[config.mk]
export PLATFORM = sky130hd
export DESIGN_NAME = systolic_mm_engine_flat
export DESIGN_NICKNAME = d
export VERILOG_FILES = /design/src/rtl/systolic_mm_engine_if.sv /design/src/rtl/systolic_mm_engine.sv /design/src/flat_wrapper.sv
export SDC_FILE = /design/constraint.sdc
export NUM_CORES = 2
export LEC_CHECK = 0
export ABC_CLOCK_PERIOD_IN_PS = 17580
export BUFFER_PORTS_ARGS = -buffer_cell sky130_fd_sc_hd__buf_4
export CAP_MARGIN = 30
export CORE_ASPECT_RATIO = 0.7
export CORE_UTILIZATION = 30
export DETAILED_ROUTE_END_ITERATION = 8
export HOLD_SLACK_MARGIN = 0.03
export PLACE_DENSITY = 0.55
export SLEW_MARGIN = 20
export SYNTH_ARGS = -nofsm -noshare
export SYNTH_HDL_FRONTEND = slang
export SYNTH_SLANG_ARGS = --single-unit
[constraint.sdc]
create_clock -name clk -period 17.58 [get_ports clk]
set_input_delay 0 -clock clk [delete_from_list [all_inputs] [get_ports clk]]
set_output_delay 0 -clock clk [all_outputs]
set_load 0.02 [all_outputs]
[src/rtl/systolic_mm_engine_if.sv]
// Stream/handshake bundle for systolic_mm_engine: operand streams in, C stream and status out.
interface systolic_mm_engine_if #(
  parameter int DW    = 8,
  parameter int ACC_W = 18
);
  logic             en;
  logic             acc_mode;
  logic [DW-1:0]    shift_in_A;
  logic [DW-1:0]    shift_in_B;
  logic [ACC_W-1:0] shift_out;
  logic             out_valid;
  logic             busy;
  logic             ack;

  modport master (
    output en, acc_mode, shift_in_A, shift_in_B,
    input  shift_out, out_valid, busy, ack
  );

  modport slave (
    input  en, acc_mode, shift_in_A, shift_in_B,
    output shift_out, out_valid, busy, ack
  );
endinterface

[src/rtl/systolic_mm_engine.sv]
// Output-stationary N x N systolic matrix multiplier: loads A and B row-major,
// skews them through the PE grid, then streams C out row-major.
module systolic_mm_engine #(
  parameter int N      = 4,
  parameter int DW     = 8,
  parameter int ACC_W  = 2*DW + $clog2(N),
  parameter int SIGNED = 0
) (
  input  logic                clk,
  input  logic                rst,
  systolic_mm_engine_if.slave bus
);
  localparam int NN = N * N;
  localparam int CW = $clog2(NN);

  typedef enum logic [2:0] {IDLE, LOAD, COMPUTE, DRAIN, DONE} state_t;

  state_t           r_state;
  logic [CW-1:0]    r_cnt;
  logic             r_acc_mode;
  logic             r_busy;
  logic             r_ack;
  logic             r_out_valid;
  logic [ACC_W-1:0] r_shift_out;

  logic [DW-1:0]    r_amat [NN];
  logic [DW-1:0]    r_bmat [NN];
  logic [ACC_W-1:0] r_acc  [NN];
  logic [DW-1:0]    r_pa   [N][N-1];
  logic [DW-1:0]    r_pb   [N-1][N];

  logic [DW-1:0]    w_inj_a [N];
  logic [DW-1:0]    w_inj_b [N];
  logic             w_mac;
  logic             w_clr;

  assign w_mac = (r_state == COMPUTE);
  assign w_clr = (r_state == LOAD) && (r_cnt == '0) && !r_acc_mode;

  assign bus.shift_out = r_shift_out;
  assign bus.out_valid = r_out_valid;
  assign bus.busy      = r_busy;
  assign bus.ack       = r_ack;

  always_ff @(posedge clk) begin
    if (rst) begin
      r_state     <= IDLE;
      r_cnt       <= '0;
      r_acc_mode  <= 1'b0;
      r_busy      <= 1'b0;
      r_ack       <= 1'b0;
      r_out_valid <= 1'b0;
      r_shift_out <= '0;
      for (int k = 0; k < NN; k++) begin
        r_amat[k] <= '0;
        r_bmat[k] <= '0;
      end
    end else begin
      r_ack       <= 1'b0;
      r_out_valid <= 1'b0;
      r_shift_out <= '0;
      case (r_state)
        IDLE: begin
          if (bus.en) begin
            r_state    <= LOAD;
            r_cnt      <= '0;
            r_acc_mode <= bus.acc_mode;
            r_busy     <= 1'b1;
          end
        end
        LOAD: begin
          r_amat[r_cnt] <= bus.shift_in_A;
          r_bmat[r_cnt] <= bus.shift_in_B;
          if (r_cnt == CW'(NN - 1)) begin
            r_state <= COMPUTE;
            r_cnt   <= '0;
          end else begin
            r_cnt <= r_cnt + CW'(1);
          end
        end
        COMPUTE: begin
          // PE(0,0) finished long ago, so C[0] is safe to present on DRAIN entry.
          if (r_cnt == CW'(3*N - 3)) begin
            r_state     <= DRAIN;
            r_cnt       <= '0;
            r_out_valid <= 1'b1;
            r_shift_out <= r_acc[0];
          end else begin
            r_cnt <= r_cnt + CW'(1);
          end
        end
        DRAIN: begin
          if (r_cnt == CW'(NN - 1)) begin
            r_state <= DONE;
            r_ack   <= 1'b1;
          end else begin
            r_cnt       <= r_cnt + CW'(1);
            r_out_valid <= 1'b1;
            r_shift_out <= r_acc[r_cnt + CW'(1)];
          end
        end
        DONE: begin
          r_state <= IDLE;
          r_cnt   <= '0;
          r_busy  <= 1'b0;
        end
        default: r_state <= IDLE;
      endcase
    end
  end

  // Edge injection: row/column gi sees element k = step - gi, zero outside 0..N-1.
  for (genvar gi = 0; gi < N; gi++) begin : g_inj
    logic [CW-1:0] w_k;
    logic [CW-1:0] w_ia;
    logic [CW-1:0] w_ib;
    logic          w_live;

    assign w_k    = r_cnt - CW'(gi);
    assign w_live = w_mac && (w_k < CW'(N));
    assign w_ia   = CW'(gi * N) + w_k;
    assign w_ib   = w_k * CW'(N) + CW'(gi);

    assign w_inj_a[gi] = w_live ? r_amat[w_ia] : '0;
    assign w_inj_b[gi] = w_live ? r_bmat[w_ib] : '0;
  end

  for (genvar gi = 0; gi < N; gi++) begin : g_row
    for (genvar gj = 0; gj < N; gj++) begin : g_col
      localparam int IDX = gi * N + gj;
      logic [DW-1:0]    w_a;
      logic [DW-1:0]    w_b;
      logic [ACC_W-1:0] w_ax;
      logic [ACC_W-1:0] w_bx;

      if (gj == 0) begin : g_a_edge
        assign w_a = w_inj_a[gi];
      end else begin : g_a_pipe
        assign w_a = r_pa[gi][gj-1];
      end
      if (gi == 0) begin : g_b_edge
        assign w_b = w_inj_b[gj];
      end else begin : g_b_pipe
        assign w_b = r_pb[gi-1][gj];
      end

      // Extending operands before the multiply gives the exact product modulo 2^ACC_W.
      assign w_ax = {{(ACC_W-DW){(SIGNED != 0) && w_a[DW-1]}}, w_a};
      assign w_bx = {{(ACC_W-DW){(SIGNED != 0) && w_b[DW-1]}}, w_b};

      always_ff @(posedge clk) begin
        if (rst || w_clr) begin
          r_acc[IDX] <= '0;
        end else if (w_mac) begin
          r_acc[IDX] <= r_acc[IDX] + w_ax * w_bx;
        end
      end

      if (gj < N - 1) begin : g_pa
        always_ff @(posedge clk) begin
          if (rst) r_pa[gi][gj] <= '0;
          else     r_pa[gi][gj] <= w_mac ? w_a : '0;
        end
      end
      if (gi < N - 1) begin : g_pb
        always_ff @(posedge clk) begin
          if (rst) r_pb[gi][gj] <= '0;
          else     r_pb[gi][gj] <= w_mac ? w_b : '0;
        end
      end
    end
  end
endmodule

[src/flat_wrapper.sv]
// flat-port wrapper written by rule: the top's interface ports become plain ports
module systolic_mm_engine_flat 
#(
  parameter int N      = 4,
  parameter int DW     = 8,
  parameter int ACC_W  = 2*DW + $clog2(N),
  parameter int SIGNED = 0
)
  (clk, rst, bus_en, bus_acc_mode, bus_shift_in_A, bus_shift_in_B, bus_shift_out, bus_out_valid, bus_busy, bus_ack);
  systolic_mm_engine_if #(.DW(DW), .ACC_W(ACC_W)) bus_i ();
  input  logic clk;
  input  logic rst;
  input wire logic [$bits(bus_i.en)-1:0] bus_en;
  input wire logic [$bits(bus_i.acc_mode)-1:0] bus_acc_mode;
  input wire logic [$bits(bus_i.shift_in_A)-1:0] bus_shift_in_A;
  input wire logic [$bits(bus_i.shift_in_B)-1:0] bus_shift_in_B;
  output wire logic [$bits(bus_i.shift_out)-1:0] bus_shift_out;
  output wire logic [$bits(bus_i.out_valid)-1:0] bus_out_valid;
  output wire logic [$bits(bus_i.busy)-1:0] bus_busy;
  output wire logic [$bits(bus_i.ack)-1:0] bus_ack;
  assign bus_i.en = bus_en;
  assign bus_i.acc_mode = bus_acc_mode;
  assign bus_i.shift_in_A = bus_shift_in_A;
  assign bus_i.shift_in_B = bus_shift_in_B;
  assign bus_shift_out = bus_i.shift_out;
  assign bus_out_valid = bus_i.out_valid;
  assign bus_busy = bus_i.busy;
  assign bus_ack = bus_i.ack;
  systolic_mm_engine #(.N(N), .DW(DW), .ACC_W(ACC_W), .SIGNED(SIGNED)) u_core (.clk(clk), .rst(rst), .bus(bus_i));
endmodule
==> run summary <==
=====================================================================================
Drt pass-1 iters .......................................................            5
Final period util ......................................................        56.7%
Total power per unit cell area .........................................  53.2 mW/mm²
Startpoint types .......................................................         flop
Post-Syn Area per Cell .................................................     9.93 µm²
Biggest area contributors in the synthesized netlist ................... edfxtp_1 (21%), fa_1 (15%), ha_1 (14%)
Clock tree buffer depth ................................................            3
Syn Std Cell Area ......................................................   0.0771 mm²
Most common cell on crit path ..........................................        inv_1
CP Data Required Time ..................................................     18020 ps
Area enclosed by the die boundary ......................................    0.259 mm²
Core region area .......................................................    0.255 mm²
Antenna-violating nets left ............................................            0
Slowest cell delay on critical path ....................................       830 ps
Number of nets in the synthesized netlist ..............................         9216
Final critical-path required period ....................................      9970 ps
Detailed Route WL ......................................................       226 mm
CP endpoint kind .......................................................         flop
Setup repair after global routing missed its margin ....................           no
Most frequent standard cell in the layout excluding fill and tap cells .        inv_1
Synth async-reset ratio ................................................           0%
Smallest setup slack after layout ......................................      7610 ps
Fill cell instance count of the final layout ...........................        26000
Relative max-transition margin .........................................        27.1%
Clk slew on worst S/H paths ............................................        70 ps
Top achievable clock speed .............................................      100 MHz
I/O pin count ..........................................................           41
Leakage component of the power .........................................      38.1 nW
Overall overflow remaining after global route ..........................            0
Wire per inst ..........................................................      20.3 µm
Register-to-Register Setup Slack .......................................      7610 ps
Endpoint arrival time on the critical path .............................     10420 ps
Cell Rows ..............................................................          155
Number of enable-type register cells in the synthesized netlist ........          544
CTS Buf Count ..........................................................           82
Portion of synthesized cell area occupied by the leading cell type .....        21.2%
Total Routing Usage GR .................................................        17.3%
Detailed-route via count ...............................................        56700
CP max FO ..............................................................           58
DP Worst Slack .........................................................      7750 ps
Number of failing setup endpoints in the final timing report ...........            0
Clock root cell ........................................................    clkbuf_16
CTS H-Tree Depth .......................................................            3
Count of pins over their slew limit ....................................            0
Layout overhead on the synthesized area ................................        8.94%
Clock skew .............................................................      34.3 ps
Remaining DRCs .........................................................            0
Number of warnings issued by yosys .....................................            0
Hpwl dp ................................................................       177 mm
Maximum number of pins on one net before global-route repair ...........          183
Type of the worst min-delay path .......................................    in -> reg
Startpoint-to-endpoint class of the critical path ......................   reg -> reg
Final layout net count .................................................         9166
Initial core utilization ...............................................        30.2%
Number of buffer cells added on primary ports ..........................           40
Quantity of gates resized following cts ................................            0
Die Height .............................................................       426 µm
Vias in the first global route .........................................        56500
Slowest cell on crit path ..............................................        buf_4
Top FF cell, synth .....................................................     edfxtp_1
Fraction of layout instances using a drive strength above 1 ............        7.52%
Insertion delay to the later sink of the worst-skew pair ...............       710 ps
Transition time at the pin with the least slew margin ..................      1090 ps
Sinks on the clock net .................................................          769
Global-route wire length before repair .................................       346 mm
Max-cap violations .....................................................            0
Die outline width ......................................................       608 µm
Most frequent cells in the layout ...................................... inv_1 (943), and2_1 (917), ha_1 (842), nand2_1 (699), fa_1 (592)
Worst VDD drop .........................................................  0.0000716 V
Final number of hold-violating endpoints ...............................            0
Part of the Yosys area used for sequential elements ....................        27.0%
Vias per cell ..........................................................         5.08
Number of library cell types mapped by synthesis .......................           83
Post-Route Setup TNS ...................................................         0 ps
Initial antenna violation count ........................................           24
Seq cells post-synth ...................................................          769
Cells after synthesis ..................................................         7761
Cell accounting for the most synthesized area ..........................     edfxtp_1
Iteration-0 DRC count of the detailed router ...........................         5181
Final GP Congestion ....................................................        0.932
Run status .............................................................    completed
Clock tree from TritonCTS ..............................................        built
=====================================================================================
-- synth_stat cells, types with 11 or more instances --
library cell / n
nor4b_1: 14
nor4_1: 13
and3_1: 54
a21oi_1: 289
buf_1: 15
o21a_1: 53
nand4_1: 35
clkbuf_2: 12
nor2_1: 556
a2111oi_0: 23
nor2b_1: 44
o21ai_2: 17
o211ai_1: 37
buf_4: 19
a211oi_1: 37
nand2_1: 699
xor2_1: 128
nor3_1: 110
a2111o_1: 11
dfxtp_1: 225
ha_1: 843
nand3_1: 92
a31oi_1: 45
xnor2_1: 219
nand2b_1: 64
o21bai_1: 71
a22o_1: 19
clkbuf_1: 170
inv_1: 943
o21ai_0: 137
or3_1: 22
and2_1: 917
edfxtp_1: 544
or2_2: 77
buf_2: 30
mux4_2: 228
o31ai_1: 25
a21o_1: 130
mux2i_1: 41
fa_1: 592
nor3b_1: 15
-- repair_timing --
item	4_1_cts	5_1_grt
buffers inserted	0	0
hold buffers	22	0
endpoints found under the hold margin	274	0
-- worst paths after layout --
path,startpoint,to,depth (start not counted)
max,u_core.r_cnt[0],u_core.r_acc[12][16],29
min,bus_shift_in_A[4],u_core.r_amat[0][4],3
max reg2reg,u_core.r_cnt[0],u_core.r_acc[12][16],29
min reg2reg,u_core.r_pb[0][30],u_core.r_pb[1][30],1
-- kinds of logic (layout without fill, tap and decap cells) --
kind of cell    after synthesis  count (layout)  share of synthesized area, %
buf+inv                    1195            1213                          6.01
compound gates             1000            1000                          8.62
fa+ha+maj                  1435            1435                          29.1
other cells                   0               7                             0
flops                       769             769                          27.0
mux                         276             276                          7.30
xor+xnor                    349             349                          4.00
simple gates               2737            2737                          18.0
-- per-stage QoR --
step	util, %	area (µm²)	total power (W)	std cells	hold slack [ps]
finish	32.9	84000	0.00446	11200	253
global route	32.9	83900	0.00459	11200	274
CTS	32.9	83900	0.00448	11100	219
detailed placement	31.7	80900	0.00263	11000	276
global placement	31.7	80900	0.00263	11000	280
floorplan	-	77100	0.00244	7761	147
-- power breakdown --
| part | leakage, nW | internal, W | switching, W |
|---|---|---|---|
| logic | 29.3 | 0.000192 | 0.000330 |
| clock network | 1.33 | 0.000999 | 0.000851 |
| registers | 7.53 | 0.00201 | 0.0000803 |
-- layer usage --
layer  track usage, %  share of wire, %  vias to the layer above
met2             25.0                41                     1829
met1             26.2                49                    28400
met4             3.35               1.9                        8
met3             3.93               8.7                      235
met5                0             0.024                        -
li1                 -                 -                    26200
-- cell type report --
cell class              instances  area, µm²  share of cell area [%]
multi-input cells            5797      51600                    61.5
flip-flops and latches        769      20800                    24.8
well taps                    3375       4220                    5.03
inverters                     946       3550                    4.23
clock buffers                 102       2230                    2.66
repair buffers                115        958                    1.14
clock inverters                50        485                   0.578
diodes                          7       17.5                  0.0209
-- worst max-delay path: cells and delay by family (launching register included) --
kind / cells / cell delay [ps]
flops: 1 / 730
simple gates: 3 / 290
fa+ha+maj: 7 / 3380
buf+inv: 8 / 2150
mux: 2 / 540
compound gates: 9 / 2540
-- sequential cells by signal, summed over array words and instances (netlist names), named ones only --
| signal | count |
|---|---|
| u_core.bus.ack | 1 |
| u_core.bus.busy | 1 |
| u_core.bus.out_valid | 1 |
| u_core.bus.shift_out | 18 |
| u_core.r_acc | 288 |
| u_core.r_acc_mode | 1 |
| u_core.r_amat | 128 |
| u_core.r_bmat | 128 |
| u_core.r_cnt | 4 |
| u_core.r_pa | 96 |
| u_core.r_pb | 96 |
| u_core.r_state | 3 |
No activity file was read; power rests on OpenSTA's default activity.
